<file path="src/rtl/mem_rd_arbiter.sv">
// mem_rd_arbiter
// Round-robin arbiter that shares one wide combinational read mux among NREQ
// requesters. One read is accepted per cycle; the winning address is registered
// onto mux_sel_o, the mux output is captured one edge later and returned to the
// requester that issued it. A requester may lock the port for a burst of up to
// MAX_BURST consecutive reads.
//
// Ports:
//   clk_i        rising-edge clock
//   rst_i        synchronous active-high reset
//   req_valid_i  per-requester read request
//   req_addr_i   per-requester read address
//   req_lock_i   per-requester burst lock, sampled when that request is accepted
//   req_ready_o  one-hot grant (accept = valid & ready)
//   mux_sel_o    registered select to the shared mux
//   mux_data_i   shared mux output, combinational from mux_sel_o
//   rsp_valid_o  one-hot, single-cycle response strobe
//   rsp_data_o   read data, meaningful while any rsp_valid_o bit is set
//   busy_o       locked, or a read is still in the pipeline
module mem_rd_arbiter #(
    parameter int unsigned NREQ      = 4,
    parameter int unsigned AW        = 11,
    parameter int unsigned DW        = 32,
    parameter int unsigned MAX_BURST = 4
) (
    input  logic            clk_i,
    input  logic            rst_i,
    input  logic [NREQ-1:0] req_valid_i,
    input  logic [AW-1:0]   req_addr_i [0:NREQ-1],
    input  logic [NREQ-1:0] req_lock_i,
    output logic [NREQ-1:0] req_ready_o,
    output logic [AW-1:0]   mux_sel_o,
    input  logic [DW-1:0]   mux_data_i,
    output logic [NREQ-1:0] rsp_valid_o,
    output logic [DW-1:0]   rsp_data_o,
    output logic            busy_o
);

    localparam int unsigned IW = (NREQ > 1) ? $clog2(NREQ) : 1;
    localparam int unsigned CW = $clog2(MAX_BURST + 1);

    typedef enum logic [0:0] {
        StIdle,
        StLocked
    } state_e;

    // Arbitration state
    state_e          state_q, state_d;
    logic [IW-1:0]   ptr_q, ptr_d;
    logic [IW-1:0]   lock_owner_q, lock_owner_d;
    logic [CW-1:0]   burst_cnt_q, burst_cnt_d;

    // Issue stage
    logic            issue_v_q, issue_v_d;
    logic [IW-1:0]   owner_q, owner_d;
    logic [AW-1:0]   mux_sel_q, mux_sel_d;

    // Response stage
    logic [NREQ-1:0] rsp_valid_q, rsp_valid_d;
    logic [DW-1:0]   rsp_data_q, rsp_data_d;

    // Grant decision for the current cycle
    logic            grant_any;
    logic [IW-1:0]   grant_idx;
    logic [NREQ-1:0] grant_oh;

    function automatic logic [IW-1:0] wrap_inc(input logic [IW-1:0] k);
        return (k == IW'(NREQ - 1)) ? '0 : k + 1'b1;
    endfunction

    // ------------------------------------------------------------------
    // Grant selection. In StIdle the search starts at ptr_q and wraps, so
    // the first valid index at or after the pointer wins. In StLocked only
    // the lock owner can be granted, and only when it is requesting.
    // ------------------------------------------------------------------
    always_comb begin
        logic [IW-1:0] cand;
        grant_any = 1'b0;
        grant_idx = '0;
        cand      = '0;
        if (state_q == StIdle) begin
            for (int unsigned i = 0; i < NREQ; i++) begin
                cand = IW'((32'(ptr_q) + i) % NREQ);
                if (!grant_any && req_valid_i[cand]) begin
                    grant_any = 1'b1;
                    grant_idx = cand;
                end
            end
        end else begin
            if (req_valid_i[lock_owner_q]) begin
                grant_any = 1'b1;
                grant_idx = lock_owner_q;
            end
        end
    end

    always_comb begin
        grant_oh = '0;
        if (grant_any) begin
            grant_oh = NREQ'(1) << grant_idx;
        end
    end

    assign req_ready_o = grant_oh;

    // ------------------------------------------------------------------
    // Lock FSM and round-robin pointer.
    // ------------------------------------------------------------------
    always_comb begin
        state_d      = state_q;
        ptr_d        = ptr_q;
        lock_owner_d = lock_owner_q;
        burst_cnt_d  = burst_cnt_q;

        unique case (state_q)
            StIdle: begin
                if (grant_any) begin
                    ptr_d = wrap_inc(grant_idx);
                    if (req_lock_i[grant_idx]) begin
                        state_d      = StLocked;
                        lock_owner_d = grant_idx;
                        burst_cnt_d  = CW'(1);
                    end
                end
            end

            StLocked: begin
                if (!grant_any) begin
                    // Owner went quiet: give the port back this edge.
                    state_d     = StIdle;
                    ptr_d       = wrap_inc(lock_owner_q);
                    burst_cnt_d = '0;
                end else begin
                    burst_cnt_d = burst_cnt_q + 1'b1;
                    // Release on an unlocked accept, or when this accept
                    // completes the maximum burst length.
                    if (!req_lock_i[lock_owner_q] ||
                        (burst_cnt_q == CW'(MAX_BURST - 1))) begin
                        state_d     = StIdle;
                        ptr_d       = wrap_inc(lock_owner_q);
                        burst_cnt_d = '0;
                    end
                end
            end

            default: begin
                state_d     = StIdle;
                burst_cnt_d = '0;
            end
        endcase
    end

    // ------------------------------------------------------------------
    // Issue and response pipeline. The mux select is registered so the
    // combinational mux sees a stable address for a full cycle; its output
    // is captured at the following edge.
    // ------------------------------------------------------------------
    always_comb begin
        issue_v_d = grant_any;
        owner_d   = owner_q;
        mux_sel_d = mux_sel_q;
        if (grant_any) begin
            owner_d   = grant_idx;
            mux_sel_d = req_addr_i[grant_idx];
        end
    end

    always_comb begin
        rsp_valid_d = '0;
        rsp_data_d  = rsp_data_q;
        if (issue_v_q) begin
            rsp_valid_d = NREQ'(1) << owner_q;
            rsp_data_d  = mux_data_i;
        end
    end

    always_ff @(posedge clk_i) begin
        if (rst_i) begin
            state_q      <= StIdle;
            ptr_q        <= '0;
            lock_owner_q <= '0;
            burst_cnt_q  <= '0;
            issue_v_q    <= 1'b0;
            owner_q      <= '0;
            mux_sel_q    <= '0;
            rsp_valid_q  <= '0;
            rsp_data_q   <= '0;
        end else begin
            state_q      <= state_d;
            ptr_q        <= ptr_d;
            lock_owner_q <= lock_owner_d;
            burst_cnt_q  <= burst_cnt_d;
            issue_v_q    <= issue_v_d;
            owner_q      <= owner_d;
            mux_sel_q    <= mux_sel_d;
            rsp_valid_q  <= rsp_valid_d;
            rsp_data_q   <= rsp_data_d;
        end
    end

    assign mux_sel_o   = mux_sel_q;
    assign rsp_valid_o = rsp_valid_q;
    assign rsp_data_o  = rsp_data_q;
    assign busy_o      = (state_q == StLocked) | issue_v_q | (|rsp_valid_q);

`ifndef SYNTHESIS
    a_ready_onehot: assert property (@(posedge clk_i) disable iff (rst_i)
        $onehot0(req_ready_o));
    a_ready_needs_valid: assert property (@(posedge clk_i) disable iff (rst_i)
        (req_ready_o & ~req_valid_i) == '0);
    a_rsp_onehot: assert property (@(posedge clk_i) disable iff (rst_i)
        $onehot0(rsp_valid_o));
    a_locked_owner_only: assert property (@(posedge clk_i) disable iff (rst_i)
        (state_q == StLocked) |-> ((req_ready_o & ~(NREQ'(1) << lock_owner_q)) == '0));
`endif

endmodule
</file>
<file path="config.mk">
export PLATFORM = sky130hd
export DESIGN_NAME = mem_rd_arbiter
export DESIGN_NICKNAME = d
export VERILOG_FILES = /design/src/rtl/mem_rd_arbiter.sv
export SDC_FILE = /design/constraint.sdc
export NUM_CORES = 1
export LEC_CHECK = 0
export CAP_MARGIN = 30
export CELL_PAD_IN_SITES_DETAIL_PLACEMENT = 0
export CELL_PAD_IN_SITES_GLOBAL_PLACEMENT = 2
export CORE_ASPECT_RATIO = 0.75
export CORE_MARGIN = 2
export CORE_UTILIZATION = 24
export DETAILED_ROUTE_END_ITERATION = 6
export PLACE_DENSITY = 0.86
export SYNTH_ARGS = -nofsm -noshare
export SYNTH_HDL_FRONTEND = slang
export SYNTH_SLANG_ARGS = --single-unit
</file>
<file path="constraint.sdc">
create_clock -name clk_i -period 2.6 [get_ports clk_i]
set_input_delay 0.52 -clock clk_i [delete_from_list [all_inputs] [get_ports clk_i]]
set_output_delay 0.52 -clock clk_i [all_outputs]
set_load 0.1 [all_outputs]
</file>
==> reports/metrics.csv <==
metric;value;unit
outcome;complete, no violations;
final_nets;535;
rows;34;
synthArstFlopShare;0;%
ant_nets;0;
tightest_slew;699.9;ps
grt_max_degree;41;
insertion_delay;320;ps
cts_buffers;9;
syn_avg_cell_area;10.12;um^2
ctsHtreeMaxLevel;3;
slowest_delay;310;ps
final.period_utilization;97.32;%
slowest_stage;a211o_1;
power.leakage;2.143;nW
yosys_warnings;0;
synth_seq_area_share;39.97;%
cp_max_fo;4;
synth_area;2905;um^2
crit_chain;buf_2 -> or2_1 -> a211o_1 -> o211a_4 -> inv_4 -> ha_4 -> nor2b_4 -> buf_12;
min_path_type;flop to flop;
hold_buffers;0;
dr_total_vias;2622;
wl;8.037;mm
cts_tree;built;
diodes;0;
drive_above_1_share;30.27;%
hold_violations;0;
grt_pass1_vias;2647;
cp_top_family;compound AO/OA/AOI/OAI gates;
firstDrtPassIters;4;
max_cap_violations;0;
rsz0062_at_grt;false;
ys_seq_elements;58;
dp_hpwl;6.167;mm
max_freq;0.3952;GHz
via_per_inst;4.313;
clock-sinks;58;
postLayoutCoreUtil;42.01;%
place_congestion;0.7709;
period_needed;2530;ps
start_util;24.83;%
die_w;131.0;um
drc;0;
grt_pass1_wl;12.90;mm
final_cell_mix;clkdlybuf4s50_1, buf_4, mux2i_1, dfxtp_1, nor2_1;
slew_headroom;53.34;%
path_class;input pin to output port;
synth_edf_count;0;
synthFlopType;dfxtp_1;
portBuffers;137;
antenna_found_initial;0;
finalSetupViolCount;0;
grt_overflow;0;
track_usage;12.65;%
ir_worst_vdd;0.5191;mV
synthCells;287;
worstPathRequired;2080;ps
mostFrequentLayoutCell;clkdlybuf4s50_1;
crit_path_start_kind;input pin;
fin_worst_skew;5.959;ps
nFillCells;1137;
pwr_density_cell;1161;nW/um^2
synth_cell_types;49;
cts_buffer_depth;2;
end_kind;output port;
clk_pin_slew;50;ps
io_pins;138;
crit_arrival;2010;ps
wire_per_inst;13.22;um
drt_iter0_markers;111;
whs;478.9;ps
syn_nets;380;
area_growth;69.16;%
cts-root-buf;clkbuf_16;
dieArea;13010;um^2
crit_buf_inv;3;
slew_violations;0;
core-area;11700;um^2
die_h;99.29;um
-- per-layer routing --
layer | GRT usage [%] | wire length [um] | vias to the layer above
met3 | 5.164 | 636 | 9
met2 | 20.17 | 3674 | 89
met1 | 15.83 | 3638 | 1184
met5 | 0 | 0 | -
met4 | 3.355 | 87 | 0
li1 | - | - | 1340
-- worst reg2reg max path, cell delays in order, from the launching register on --
cell and delay [ps]:
dfxtp_1 330, inv_1 200, a221oi_4 100, o21a_1 230, nor2_4 230, buf_4 150, buf_4 320, mux2i_1 320
o221ai_2 120
-- cells in the mapped netlist, drive strengths merged, types with 2 or more instances --
| cell type | n | area (um^2) |
|---|---|---|
| and2 | 3 | 18.77 |
| nor2b | 8 | 50.05 |
| o211a | 3 | 37.54 |
| o2bb2ai | 2 | 23.77 |
| or2 | 2 | 12.52 |
| clkbuf | 11 | 41.29 |
| a211oi | 2 | 15.01 |
| inv | 9 | 33.78 |
| a21oi | 4 | 20.02 |
| mux4 | 2 | 45.04 |
| buf | 9 | 53.80 |
| nand2b | 2 | 12.51 |
| nor3 | 2 | 10.01 |
| nor2 | 44 | 172.7 |
| a221oi | 2 | 30.03 |
| dfxtp | 58 | 1161 |
| o22ai | 2 | 12.51 |
| nand3b | 12 | 90.09 |
| ha | 7 | 87.58 |
| mux2 | 2 | 22.52 |
| or3 | 2 | 17.52 |
| o221ai | 11 | 158.9 |
| mux2i | 58 | 580.6 |
| o21a | 2 | 15.01 |
| o211ai | 2 | 15.01 |
| o21ai | 7 | 35.03 |
| nand2 | 7 | 26.28 |
-- through the flow --
step                      worst slack (ps)  area [um^2]  total power, mW  cells  setup TNS, ps
after floorplan                     -25.96         3010            3.648    287         -87.47
after global placement              -275.0         4592            4.542    590          -3821
after detailed placement            -304.4         4592            4.560    590          -4407
after CTS                            6.647         4898            5.753    606              0
after global routing                 2.776         4915            6.015    608              0
final                                69.58         4915            5.708    608              0
-- registers in the layout (all words and copies together), names as in the netlist --
signal / count
rsp_data_o: 32
mux_sel_o: 11
rsp_valid_o: 4
burst_cnt_q: 3
lock_owner_q: 2
owner_q: 2
ptr_q: 2
issue_v_q: 1
state_q: 1
-- cells by family (layout without fill, tap and decap cells) --
family,count (synthesis),count (layout),share of synthesized area [%]
muxes,62,62,22.31
and+or+nand+nor,89,89,16.19
adders and majority gates,7,7,3.015
AOI/OAI and AO/OA,42,42,14.08
DFF,58,58,39.97
buffers and inverters,29,188,4.436
-- report_power, final --
part / switching (mW) / leakage (nW) / total, mW / internal [mW]
Clock: 0.367 / 0.142 / 1.12 / 0.757
Sequential: 0.158 / 0.479 / 1.25 / 1.09
Combinational: 2.13 / 1.52 / 3.34 / 1.20
Total: 2.66 / 2.14 / 5.71 / 3.05
-- worst paths after layout --
check,startpoint,to,slack [ps],cells past startpoint
max,req_valid_i[2],req_ready_o[0],70,8
max reg2reg,ptr_q[0],mux_sel_o[7],480,8
min,owner_q[1],rsp_valid_o[2],480,2
min reg2reg,owner_q[1],rsp_valid_o[2],480,2
-- timing repair --
action,in CTS,in global routing
setup buffers,1,2
pin swaps,4,4
setup endpoints to repair,4,4
resized for setup,19,7
-- final cells by class --
cell class              instances  area, um^2  share of cell area [%]
multi-input cells             200        1722                   35.03
clock buffers                  12       246.5                   5.015
well taps                     162       202.7                   4.124
flip-flops and latches         58        1167                   23.75
clock inverters                 3       40.04                  0.8147
inverters                       9       38.79                  0.7892
repair buffers                164        1498                   30.47
Power figures use the tool's default switching activity.
